===== src/rtl/probe_result_collector.sv =====
// rtl/probe_result_collector.sv - reorders 8-lane probe results into in-order 512-bit beats and returns curr_sn credit
module probe_result_collector #(
  parameter int MAX_IN_TRANSIT = 2
) (
  input  logic         clk,
  input  logic         reset,
  input  logic [7:0]   in_valid,
  output logic [7:0]   in_ready,
  input  logic [511:0] in_data,
  input  logic [7:0]   in_hit,
  input  logic [511:0] in_serialnum,
  input  logic [7:0]   in_last,
  output logic [511:0] out_data,
  output logic [7:0]   out_keep,
  output logic         out_valid,
  input  logic         out_ready,
  output logic         out_last,
  output logic [31:0]  curr_sn,
  output logic         err_sn
);

  localparam int          IDXW = (MAX_IN_TRANSIT > 1) ? $clog2(MAX_IN_TRANSIT) : 1;
  localparam logic [31:0] WIN  = 32'(MAX_IN_TRANSIT);

  localparam logic [1:0] ST_RUN   = 2'd0;
  localparam logic [1:0] ST_DRAIN = 2'd1;
  localparam logic [1:0] ST_DONE  = 2'd2;

  // Slot index is the serial number modulo the window size (power of two).
  function automatic logic [IDXW-1:0] slot_of(input logic [31:0] sn);
    return IDXW'(sn % WIN);
  endfunction

  logic [511:0] slot_data_q [MAX_IN_TRANSIT];
  logic [511:0] slot_data_d [MAX_IN_TRANSIT];
  logic [7:0]   slot_hit_q  [MAX_IN_TRANSIT];
  logic [7:0]   slot_hit_d  [MAX_IN_TRANSIT];
  logic [7:0]   slot_fill_q [MAX_IN_TRANSIT];
  logic [7:0]   slot_fill_d [MAX_IN_TRANSIT];
  logic         slot_last_q [MAX_IN_TRANSIT];
  logic         slot_last_d [MAX_IN_TRANSIT];

  logic [511:0] out_data_q, out_data_d;
  logic [7:0]   out_keep_q, out_keep_d;
  logic         out_valid_q, out_valid_d;
  logic         out_last_q, out_last_d;
  logic [31:0]  curr_sn_q, curr_sn_d;
  logic         err_sn_q, err_sn_d;
  logic [1:0]   state_q, state_d;
  // Keeps in_ready low while reset is applied and for the first cycle after it.
  logic         armed_q, armed_d;

  logic [31:0]     lane_diff [8];
  logic [IDXW-1:0] lane_slot [8];
  logic [7:0]      lane_win, lane_behind, lane_idx_bad;
  logic [IDXW-1:0] head;
  logic            retire;

  // Per-lane window classification and ready; purely from registered state and serial numbers.
  always_comb begin
    for (int i = 0; i < 8; i++) begin
      lane_diff[i]    = in_serialnum[64*i +: 32] - curr_sn_q;
      lane_slot[i]    = slot_of(in_serialnum[64*i +: 32]);
      lane_win[i]     = lane_diff[i] < WIN;
      lane_behind[i]  = lane_diff[i][31];
      lane_idx_bad[i] = in_serialnum[64*i+32 +: 32] != 32'(i);
      in_ready[i]     = armed_q && (state_q == ST_RUN) &&
                        ((lane_win[i] && !slot_fill_q[lane_slot[i]][i]) || lane_behind[i]);
    end
  end

  // Next-state: retire the head slot, then fold in accepted lane words, then FSM.
  always_comb begin
    slot_data_d = slot_data_q;
    slot_hit_d  = slot_hit_q;
    slot_fill_d = slot_fill_q;
    slot_last_d = slot_last_q;
    out_data_d  = out_data_q;
    out_keep_d  = out_keep_q;
    out_valid_d = out_valid_q;
    out_last_d  = out_last_q;
    curr_sn_d   = curr_sn_q;
    err_sn_d    = err_sn_q;
    state_d     = state_q;
    armed_d     = 1'b1;

    head   = slot_of(curr_sn_q);
    retire = (state_q == ST_RUN) && (&slot_fill_q[head]) && (!out_valid_q || out_ready);

    if (out_valid_q && out_ready) begin
      out_valid_d = 1'b0;
    end

    if (retire) begin
      out_data_d        = slot_data_q[head];
      out_keep_d        = slot_hit_q[head];
      out_valid_d       = (|slot_hit_q[head]) || slot_last_q[head];
      out_last_d        = slot_last_q[head];
      slot_data_d[head] = '0;
      slot_hit_d[head]  = '0;
      slot_fill_d[head] = '0;
      slot_last_d[head] = 1'b0;
      curr_sn_d         = curr_sn_q + 32'd1;
      if (slot_last_q[head]) begin
        state_d = ST_DRAIN;
      end
    end

    // The head slot is full when it retires, so no lane can write it this cycle.
    for (int i = 0; i < 8; i++) begin
      if (in_valid[i] && in_ready[i]) begin
        if (lane_behind[i]) begin
          err_sn_d = 1'b1;
        end else begin
          slot_data_d[lane_slot[i]][64*i +: 64] = in_data[64*i +: 64];
          slot_hit_d[lane_slot[i]][i]           = in_hit[i];
          slot_fill_d[lane_slot[i]][i]          = 1'b1;
          slot_last_d[lane_slot[i]]             = slot_last_d[lane_slot[i]] | in_last[i];
          if (lane_idx_bad[i]) begin
            err_sn_d = 1'b1;
          end
        end
      end
    end

    if ((state_q == ST_DRAIN) && out_valid_q && out_ready && out_last_q) begin
      state_d = ST_DONE;
    end
  end

  // State registers with synchronous active-high reset.
  always_ff @(posedge clk) begin
    if (reset) begin
      for (int s = 0; s < MAX_IN_TRANSIT; s++) begin
        slot_data_q[s] <= '0;
        slot_hit_q[s]  <= '0;
        slot_fill_q[s] <= '0;
        slot_last_q[s] <= 1'b0;
      end
      out_data_q  <= '0;
      out_keep_q  <= '0;
      out_valid_q <= 1'b0;
      out_last_q  <= 1'b0;
      curr_sn_q   <= '0;
      err_sn_q    <= 1'b0;
      state_q     <= ST_RUN;
      armed_q     <= 1'b0;
    end else begin
      slot_data_q <= slot_data_d;
      slot_hit_q  <= slot_hit_d;
      slot_fill_q <= slot_fill_d;
      slot_last_q <= slot_last_d;
      out_data_q  <= out_data_d;
      out_keep_q  <= out_keep_d;
      out_valid_q <= out_valid_d;
      out_last_q  <= out_last_d;
      curr_sn_q   <= curr_sn_d;
      err_sn_q    <= err_sn_d;
      state_q     <= state_d;
      armed_q     <= armed_d;
    end
  end

  assign out_data  = out_data_q;
  assign out_keep  = out_keep_q;
  assign out_valid = out_valid_q;
  assign out_last  = out_last_q;
  assign curr_sn   = curr_sn_q;
  assign err_sn    = err_sn_q;

endmodule


===== config.mk =====
export PLATFORM = sky130hd
export DESIGN_NAME = probe_result_collector
export DESIGN_NICKNAME = d
export VERILOG_FILES = /design/src/rtl/probe_result_collector.sv
export SDC_FILE = /design/constraint.sdc
export NUM_CORES = 2
export LEC_CHECK = 0
export CAP_MARGIN = 30
export CELL_PAD_IN_SITES_DETAIL_PLACEMENT = 0
export CELL_PAD_IN_SITES_GLOBAL_PLACEMENT = 2
export CORE_AREA = 10 10 614 616
export DETAILED_ROUTE_END_ITERATION = 6
export DIE_AREA = 0 0 624 626
export PLACE_DENSITY_LB_ADDON = 0.12
export SYNTH_ARGS = -nofsm -noshare
export SYNTH_HDL_FRONTEND = slang
export SYNTH_SLANG_ARGS = --single-unit

===== constraint.sdc =====
create_clock -name clk -period 10.1 [get_ports clk]
set_input_delay 3.03 -clock clk [delete_from_list [all_inputs] [get_ports clk]]
set_output_delay 3.03 -clock clk [all_outputs]
set_load 0.05 [all_outputs]

==> insert_results.sql <==
INSERT INTO impl_metrics (metric_group, metric, value, unit) VALUES
('place', 'gp_routability_congestion', '0.931', ''),
('cts', 'tritoncts', 'yes', ''),
('synth', 'netlist_instances', '10300', ''),
('drt', 'vias', '83200', ''),
('synth', 'post_synth_fa_ha_maj_area_fraction', '3.92', '%'),
('cts', 'htree_num_levels', '4', ''),
('synth', 'synth_async_sr_flop_share', '0', '%'),
('die', 'core', '0.364', 'sq mm'),
('sta', 'timing.hold.ws', '0.460', 'ns'),
('synth', 'synth-compound-area-share', '19.3', '%'),
('cts', 'cts_buffers', '203', ''),
('synth', 'area_share_of_xor_xnor_cells_in_the_synthesized_design', '1.70', '%'),
('synth', 'flip_flop_cell_with_the_highest_count_after_synthesis', 'sky130_fd_sc_hd__dfxtp_1', ''),
('cts', 'cts.sink_count', '1616', ''),
('sta', 'slew_headroom', '30.7', '%'),
('die', 'top_level_i_o_count', '1614', ''),
('synth', 'synth_area_leader_cell', 'sky130_fd_sc_hd__dfxtp_1', ''),
('run_status', 'run_status', 'complete, no violations', ''),
('sta', 'fmax_achieved', '99.8', 'MHz'),
('synth', 'netlist_top_cells_area', 'sky130_fd_sc_hd__dfxtp_1 (40%), sky130_fd_sc_hd__a21oi_1 (7.9%), sky130_fd_sc_hd__mux2i_1 (7.6%), sky130_fd_sc_hd__nor2_1 (7.4%), sky130_fd_sc_hd__nand2_1 (5.5%)', ''),
('synth', 'synthesis.area_per_instance', '7.87', 'sq um'),
('power_and_ir_drop', 'total_power', '0.0153', 'W'),
('synth', 'synthSimpleGateAreaFrac', '22.8', '%'),
('place', 'hpwl', '358', 'mm'),
('sta', 'hold_viol_final', '0', ''),
('drt', 'via_per_inst', '4.96', ''),
('global_route', 'grt_max_degree', '174', ''),
('finish', 'syn_to_final_growth', '37.4', '%'),
('setup_path', 'cp_slowest_cell', 'sky130_fd_sc_hd__clkdlybuf4s50_1', ''),
('synth', 'synth_commonest_cells', 'sky130_fd_sc_hd__dfxtp_1 (1616), sky130_fd_sc_hd__nor2_1 (1596), sky130_fd_sc_hd__a21oi_1 (1276)', ''),
('synth', 'synth-edff-count', '0', ''),
('synth', 'synth.cell_area', '0.0810', 'sq mm'),
('synth', 'mappedNetlistNets', '11600', ''),
('power_and_ir_drop', 'power.leakage', '37.4', 'nW'),
('sta', 'final.setup.tns', '0', 'ns'),
('synth', 'mux_share_of_post_synthesis_cell_area', '7.67', '%'),
('sta', 'timing.final.setup_violations', '0', ''),
('cts', 'clk_latency', '0.90', 'ns'),
('finish', 'nNetsFinal', '13000', ''),
('die', 'die_area', '0.391', 'sq mm'),
('global_route', 'grt_antenna_before_repair', '261', ''),
('drt', 'drc_errors_left', '0', ''),
('setup_path', 'worst_path_largest_cell_delay', '0.59', 'ns'),
('setup_path', 'path_class', 'input port to output port', ''),
('synth', 'ys.warnings.count', '0', ''),
('setup_path', 'critical_path.n_buffers_inverters', '4', ''),
('global_route', 'grt_overflow_total', '0', ''),
('hold_path', 'hp-class', 'flop to flop', ''),
('global_route', 'grt_util_all_layers', '22.9', '%'),
('setup_path', 'setup.worst_path.start_class', 'input port', ''),
('synth', 'largest_family_of_logic_cells_by_synthesized_area', 'simple AND/OR/NAND/NOR gates', ''),
('sta', 'timing.final.crit_period', '10.02', 'ns'),
('sta', 'layout_worst_path_cycle_share', '99.2', '%'),
('die', 'die_w', '624', 'microns'),
('cts', 'holdBufCountCts', '0', ''),
('power_and_ir_drop', 'power_per_cell_area', '137', 'mW/mm^2'),
('setup_path', 'timing.critical_path.cells', 'clkdlybuf4s50_1 > nand2b_4 > fa_2 > a21o_1 > nand4_1 > buf_4 > a211o_1 > a31oi_4 > a221oi_1 > nor4_1 > and4_1 > nand4b_1 > or3_4 > a21oi_1 > buf_4 > buf_12', ''),
('global_route', 'global_route_wire_length_before_repair', '652', 'mm'),
('setup_path', 'critical_path.top_delay_family', 'simple AND/OR/NAND/NOR gates', ''),
('synth', 'synth_top_cell_area_share', '39.9', '%'),
('die', 'chipHeight', '626', 'microns'),
('drt', 'route.final.wire_length', '476', 'mm'),
('drt', 'routed_wire_length_per_instance', '28.4', 'microns'),
('drt', 'drt-initial-drc-count', '5297', ''),
('setup_path', 'end_kind', 'output port', ''),
('setup_path', 'crit_top_cell', 'sky130_fd_sc_hd__buf_4', ''),
('cts', 'clk_slew_on_worst_s_h_paths', '0.05', 'ns'),
('setup_path', 'worst-endpoint-required', '7.07', 'ns'),
('die', 'initial_utilization', '22.2', '%'),
('die', 'row_count', '222', ''),
('drt', 'firstDrtPassIters', '6', '');
-- layout by cell type, fill, tap and decap left out, types with 40 or more instances in the layout --
cell type	instances
sky130_fd_sc_hd__dfxtp_1	1615
sky130_fd_sc_hd__diode_2	80
sky130_fd_sc_hd__a211oi_1	558
sky130_fd_sc_hd__inv_1	177
sky130_fd_sc_hd__xnor2_1	114
sky130_fd_sc_hd__clkbuf_16	204
sky130_fd_sc_hd__or2_2	77
sky130_fd_sc_hd__clkbuf_8	62
sky130_fd_sc_hd__nand3_1	602
sky130_fd_sc_hd__clkdlybuf4s50_1	1597
sky130_fd_sc_hd__nor4_1	95
sky130_fd_sc_hd__o211ai_1	40
sky130_fd_sc_hd__and2_1	92
sky130_fd_sc_hd__nand4_1	102
sky130_fd_sc_hd__mux2i_1	614
sky130_fd_sc_hd__nand3b_1	70
sky130_fd_sc_hd__nand2_1	1185
sky130_fd_sc_hd__buf_4	374
sky130_fd_sc_hd__nor2_1	1594
sky130_fd_sc_hd__buf_12	43
sky130_fd_sc_hd__clkbuf_1	51
sky130_fd_sc_hd__ha_1	234
sky130_fd_sc_hd__o21ai_0	167
sky130_fd_sc_hd__o21a_1	54
sky130_fd_sc_hd__xor2_1	41
sky130_fd_sc_hd__a21oi_1	1266
sky130_fd_sc_hd__a21o_1	93
sky130_fd_sc_hd__nor3_1	87
-- flip-flops by register name, indices dropped and copies added, names as in the netlist --
| signal | flops |
|---|---|
| slot_hit_q | 16 |
| state_q | 2 |
| slot_fill_q | 16 |
| out_data | 512 |
| out_valid | 1 |
| curr_sn | 32 |
| slot_data_q | 1024 |
| err_sn | 1 |
| slot_last_q | 2 |
| out_keep | 8 |
| armed_q | 1 |
| out_last | 1 |
-- final timing paths --
kind / from / end / slack, ns / depth (start not counted)
worst min-delay path: slot_data_q[534] / slot_data_q[534] / 0.46 / 2
worst min register to register: slot_data_q[534] / slot_data_q[534] / 0.46 / 2
worst max register to register: curr_sn[1] / slot_data_q[536] / 3.92 / 17
worst max-delay path: in_serialnum[448] / in_ready[7] / 0.08 / 16
-- kinds of logic after synthesis --
family | Yosys count
AND/OR/NAND/NOR | 4153
AO/OA/AOI/OAI | 2531
multiplexers | 620
buffers and inverters | 964
flip-flops | 1616
adder cells (fa/ha/maj) | 249
XOR/XNOR | 157
-- per-layer routing --
layer | up-vias | global-route usage (%) | share of wire (%)
met5 | - | 0 | 0.16
met2 | 2470 | 40.0 | 49
met4 | 126 | 8.42 | 4.1
met1 | 40500 | 27.5 | 41
li1 | 39300 | - | -
met3 | 758 | 5.26 | 6.1
-- per-stage QoR --
step | setup slack (ns) | instances | util [%] | instance area (sq um)
2_1_floorplan | 0.0601 | 10300 | - | 81000
3_3_place_gp | -1.07 | 16300 | 28.5 | 104000
3_5_place_dp | -0.889 | 16300 | 28.5 | 104000
4_1_cts | 0.00164 | 16700 | 30.4 | 111000
5_1_grt | -0.0130 | 16800 | 30.5 | 111000
6_report | 0.0795 | 16800 | 30.5 | 111000
-- layout make-up --
type | instances | area (sq um)
fill | 38600 | 253000
multi-input combinational | 7710 | 45500
sequential | 1616 | 32400
timing repair buffer | 2030 | 20000
clock buffer | 317 | 6150
tap | 4816 | 6030
inverter | 177 | 664
clock inverter | 44 | 444
antenna | 80 | 200
-- repair_timing --
action | 4_1_cts | 5_1_grt
gates resized for setup | 33 | 65
pin swaps | 11 | 15
buffers inserted | 0 | 8
gates cloned | 0 | 0
setup endpoints to repair | 4 | 8
-- worst min-delay path: cells and delay by family, from the launching register on --
kind / cells / cell delay, ns
AO/OA/AOI/OAI: 1 / 0.05
flip-flops: 1 / 0.30
AND/OR/NAND/NOR: 1 / 0.06
-- power by group --
part	switching (W)	internal (W)	leakage, nW
Clock	0.00308	0.00422	3.25
Combinational	0.000843	0.000748	21.1
Sequential	0.00000154	0.00638	13.0
(Power assumes the default switching activity.)
